## config.mk

```make
export PLATFORM = sky130hd
export DESIGN_NAME = fakeram7_256x32_arb
export DESIGN_NICKNAME = d
export VERILOG_FILES = /design/src/rtl/fakeram7_256x32_arb.sv
export SDC_FILE = /design/constraint.sdc
export NUM_CORES = 1
export LEC_CHECK = 0
export BUFFER_PORTS_ARGS = -buffer_cell sky130_fd_sc_hd__buf_2
export CORE_AREA = 2 2 88 90
export CTS_CLUSTER_DIAMETER = 30
export DETAILED_ROUTE_END_ITERATION = 10
export DIE_AREA = 0 0 90 92
export GPL_TIMING_DRIVEN = 0
export PLACE_DENSITY_LB_ADDON = 0.1
export SLEW_MARGIN = 40
export SYNTH_ARGS = -nofsm -noshare
export SYNTH_HDL_FRONTEND = slang
export SYNTH_SLANG_ARGS = --single-unit
```

## constraint.sdc

```tcl
create_clock -name clk -period 3.1 [get_ports clk]
set_input_delay 0.31 -clock clk [delete_from_list [all_inputs] [get_ports clk]]
set_output_delay 0.31 -clock clk [all_outputs]
set_load 0.05 [all_outputs]
```

## src/rtl/fakeram7_256x32_arb.sv

```systemverilog
// fakeram7_256x32_arb: round-robin A/B arbiter sharing one fakeram7_256x32 single-port macro
//  Ports: clk, rst_n (async active-low)
//         a_req_{valid,ready,we,addr,wdata}, a_resp_{valid,we,rdata}, same b_*
//         ram_{ce,we,addr,wd} to the macro, ram_rd from the macro
//  Option: SRAM_ARB_RDATA_REG_EN registers ram_rd and the response tag (latency 2 instead of 1)
module fakeram7_256x32_arb #(
  parameter int BITS       = 32,
  parameter int WORD_DEPTH = 256,
  parameter int ADDR_WIDTH = 8
) (
  input  logic                  clk,
  input  logic                  rst_n,
  input  logic                  a_req_valid,
  output logic                  a_req_ready,
  input  logic                  a_req_we,
  input  logic [ADDR_WIDTH-1:0] a_req_addr,
  input  logic [BITS-1:0]       a_req_wdata,
  output logic                  a_resp_valid,
  output logic                  a_resp_we,
  output logic [BITS-1:0]       a_resp_rdata,
  input  logic                  b_req_valid,
  output logic                  b_req_ready,
  input  logic                  b_req_we,
  input  logic [ADDR_WIDTH-1:0] b_req_addr,
  input  logic [BITS-1:0]       b_req_wdata,
  output logic                  b_resp_valid,
  output logic                  b_resp_we,
  output logic [BITS-1:0]       b_resp_rdata,
  output logic                  ram_ce,
  output logic                  ram_we,
  output logic [ADDR_WIDTH-1:0] ram_addr,
  output logic [BITS-1:0]       ram_wd,
  input  logic [BITS-1:0]       ram_rd
);
  if (WORD_DEPTH > (1 << ADDR_WIDTH)) begin : g_depth_chk
    $error("WORD_DEPTH exceeds address space");
  end
  logic rst_q, last_q, ga, gb;
  logic tag_v, tag_p, tag_we;
  logic o_v, o_p, o_we;
  logic [BITS-1:0] o_d;
  always_comb begin
    ga = rst_q & a_req_valid & (~b_req_valid | last_q);
    gb = rst_q & b_req_valid & (~a_req_valid | ~last_q);
  end
  assign a_req_ready = ga;
  assign b_req_ready = gb;
  // Every ram_* input is forced to 0 when idle so the macro never sees X.
  always_comb begin
    ram_ce   = ga | gb;
    ram_we   = ga ? a_req_we : gb ? b_req_we : 1'b0;
    ram_addr = ga ? a_req_addr : gb ? b_req_addr : '0;
    ram_wd   = (ga & a_req_we) ? a_req_wdata : (gb & b_req_we) ? b_req_wdata : '0;
  end
  // last_q = 1 means B was granted most recently; tag_p = 1 means the tag belongs to B.
  always_ff @(posedge clk or negedge rst_n)
    if (!rst_n) begin
      rst_q  <= 1'b0;
      last_q <= 1'b1;
      tag_v  <= 1'b0;
      tag_p  <= 1'b0;
      tag_we <= 1'b0;
    end else begin
      rst_q  <= 1'b1;
      if (ga | gb) last_q <= gb;
      tag_v  <= ga | gb;
      tag_p  <= gb;
      tag_we <= ram_we;
    end
`ifdef SRAM_ARB_RDATA_REG_EN
  always_ff @(posedge clk or negedge rst_n)
    if (!rst_n) begin
      o_v  <= 1'b0;
      o_p  <= 1'b0;
      o_we <= 1'b0;
      o_d  <= '0;
    end else begin
      o_v  <= tag_v;
      o_p  <= tag_p;
      o_we <= tag_we;
      o_d  <= (tag_v & ~tag_we) ? ram_rd : '0;
    end
`else
  always_comb begin
    o_v  = tag_v;
    o_p  = tag_p;
    o_we = tag_we;
    o_d  = (tag_v & ~tag_we) ? ram_rd : '0;
  end
`endif
  always_comb begin
    a_resp_valid = o_v & ~o_p;
    b_resp_valid = o_v & o_p;
    a_resp_we    = a_resp_valid & o_we;
    b_resp_we    = b_resp_valid & o_we;
    a_resp_rdata = a_resp_valid ? o_d : '0;
    b_resp_rdata = b_resp_valid ? o_d : '0;
  end
endmodule

```

==> reports/metrics.cfg <==
[floorplanning]
start_util_pct = 14.6
die_x_um = 90
core_area_um2 = 7450
io_pins = 230
die-area_um2 = 8280
rows = 32
die_y_um = 92

[synthesis]
syn_inst = 141
synthTopCellsByCount = and2_1, a22o_1, clkbuf_1, dfrtp_1
syn-cell-area_um2 = 1090
yosysSeqAreaShare_pct = 11.6
synth_warnings = 0
async_reset_ff_share_pct = 100
synthFlopType = dfrtp_1
synthTopCellsByArea = and2_1, a22o_1, dfrtp_1
yosys.cell_types.count = 20
synthDominantCellAreaShare_pct = 37.9
synth-edff-count = 0
syn_avg_cell_area_um2 = 7.73
yosysTopAreaCell = and2_1
synth_most_common_cell = and2_1
synth_nets = 259
ys_ff_latch = 5

[timing]
tns_ns = 0
fmax_mhz = 458
clock_skew_ns = 0.00313
hold_viol_final = 0
setup_viol = 0
rsz0062_at_grt = no
worst_slack_ns = 0.917
slew_viol_final = 0
timing.final.crit_share_pct = 70.4
post-route-min-period_ns = 2.18

[cells_and_area]
final_cell_area_um2 = 2420
antenna_cells = 0
drive_gt1_share_pct = 65.1
multi_input_comb_area_um2 = 873
area_growth_pct = 122
layout.nets = 494
fillers = 837
seqCellArea_um2 = 126
fin_cells = 477

[critical_path]
crit_type = flop to primary output
worstSetupEndpointType = primary output
cpMaxStageDelayCell = dfstp_2
crit_fanout = 10
crit_family = flip-flops
crit_arrival_ns = 1.87
crit_chain = inv_2 > a211oi_4 > buf_6 > a22o_1 > buf_2
cp_num_buf_inv = 3
max_stage_delay_ns = 0.57
start_kind = flop
cp.required_ns = 2.79

[global_routing]
grt_pass1_wl_mm = 8.42
overflow = 0
grt_antenna_before_repair = 0
grtUsageTotal_pct = 12.2
grt_pass1_vias = 1818
grt_max_degree = 11

[hold_path]
hp-class = input pin to flop

[pwr]
pwr-share-comb_pct = 71.2
powerDensity_nw_per_um2 = 285
p_clk_share_pct = 17.0
p_switching_mw = 0.379
ir_worst_vdd_v = 0.000158
leakage_nw = 1.57
p_total_mw = 0.689
p_int_mw = 0.310
seqPwrFrac_pct = 11.7
switching_share_pct = 55.0

[detailed_routing]
drt_first_pass_iters = 4
drc = 0
detail-route-antenna-nets = 0
drt-total-wl_mm = 5.77
dr_total_vias = 1925
wl_per_cell_um = 12.1
viasPerCell = 4.04
drt-initial-drc-count = 46

[clocking]
clk_latency_ns = 0.22
clock_path_buffers = 2
cts_root_buf = clkbuf_8
ctsHoldBuffers = 1
cts_tree = built
cts.repair.resized = 0
htree_levels = 1
cts_buffers = 3
post-cts-setup-buffer-count = 0
cts_sinks = 5
clk_pin_slew_worst_paths_ns = 0.04

[place]
dp_cells = 472
place_hpwl_mm = 5.18
placed_cell_area_um2 = 2360
place_ws_ns = 1.14
gp_congestion = 0.764
port_buffers = 229

[run_status]
status = complete, no violations

[job]
maxCapViolations = 0

-- area by class of cell --
class	instances	share of cell area [%]
buffer	12	3.26
clock buffer	4	1.86
timing repair buffer	230	47.8
tap	102	5.28
sequential	5	5.23
inverter	3	0.466
multi-input combinational	121	36.1
-- registers in the layout (all words and copies together), names as in the netlist --
name    count
o_we        1
last_q      1
o_p         1
o_v         1
rst_q       1
-- per-layer routing --
layer / part of all wire (%) / track usage (%) / vias up / wire, um
li1: - / - / 964 / -
met1: 35 / 11.9 / 825 / 2020
met2: 54 / 24.4 / 132 / 3100
met3: 11 / 4.11 / 4 / 617
met4: 0.62 / 2.95 / 0 / 36
met5: 0 / 0 / - / 0
-- per-stage QoR --
step | utilization [%] | hold slack, ns
floorplan | - | 0.0144
global placement | 31.7 | 0.127
detailed placement | 31.7 | 0.130
CTS | 32.5 | 0.432
global route | 32.5 | 0.439
finish | 32.5 | 0.428
-- cell families (layout without fill, tap and decap cells) --
group	count (synthesis)	in the layout	synth area share, %
DFF	5	5	11.6
and+or+nand+nor	74	74	41.9
buffers and inverters	15	249	8.27
other	1	1	0.344
AOI/OAI and AO/OA	46	46	37.9
-- placed cells by master, fill, tap and decap left out, drive strengths merged --
| master | count |
|---|---|
| nor2b | 2 |
| a21oi | 2 |
| and2b | 1 |
| o21ai | 1 |
| and3 | 1 |
| conb | 1 |
| dfstp | 1 |
| buf | 235 |
| clkbuf | 10 |
| nand2 | 3 |
| or2 | 1 |
| dlygate4sd3 | 1 |
| a211oi | 2 |
| o21a | 1 |
| a22o | 40 |
| and2 | 66 |
| inv | 3 |
| dfrtp | 4 |
-- power groups by stage --
stage	clock, mW	combinational (mW)	sequential [mW]
6_report	0.117	0.491	0.0808
5_1_grt	0.129	0.518	0.0821
4_1_cts	0.122	0.494	0.0808
3_5_place_dp	0	0.492	0.0815
3_3_place_gp	0	0.493	0.0815
2_1_floorplan	0	0.337	0.0797
-- final timing paths --
check / slack [ns] / cells after the start / startpoint / to
min in group asynchronous: 0.44 / 2 / rst_n / o_v
worst max-delay path: 0.92 / 5 / last_q / ram_wd[3]
max in group asynchronous: 2.45 / 2 / rst_n / last_q
worst min register to register: 0.53 / 2 / last_q / last_q
worst min-delay path: 0.43 / 2 / a_req_valid / o_p
worst max register to register: 1.79 / 3 / last_q / o_we
(Power assumes the default switching activity.)
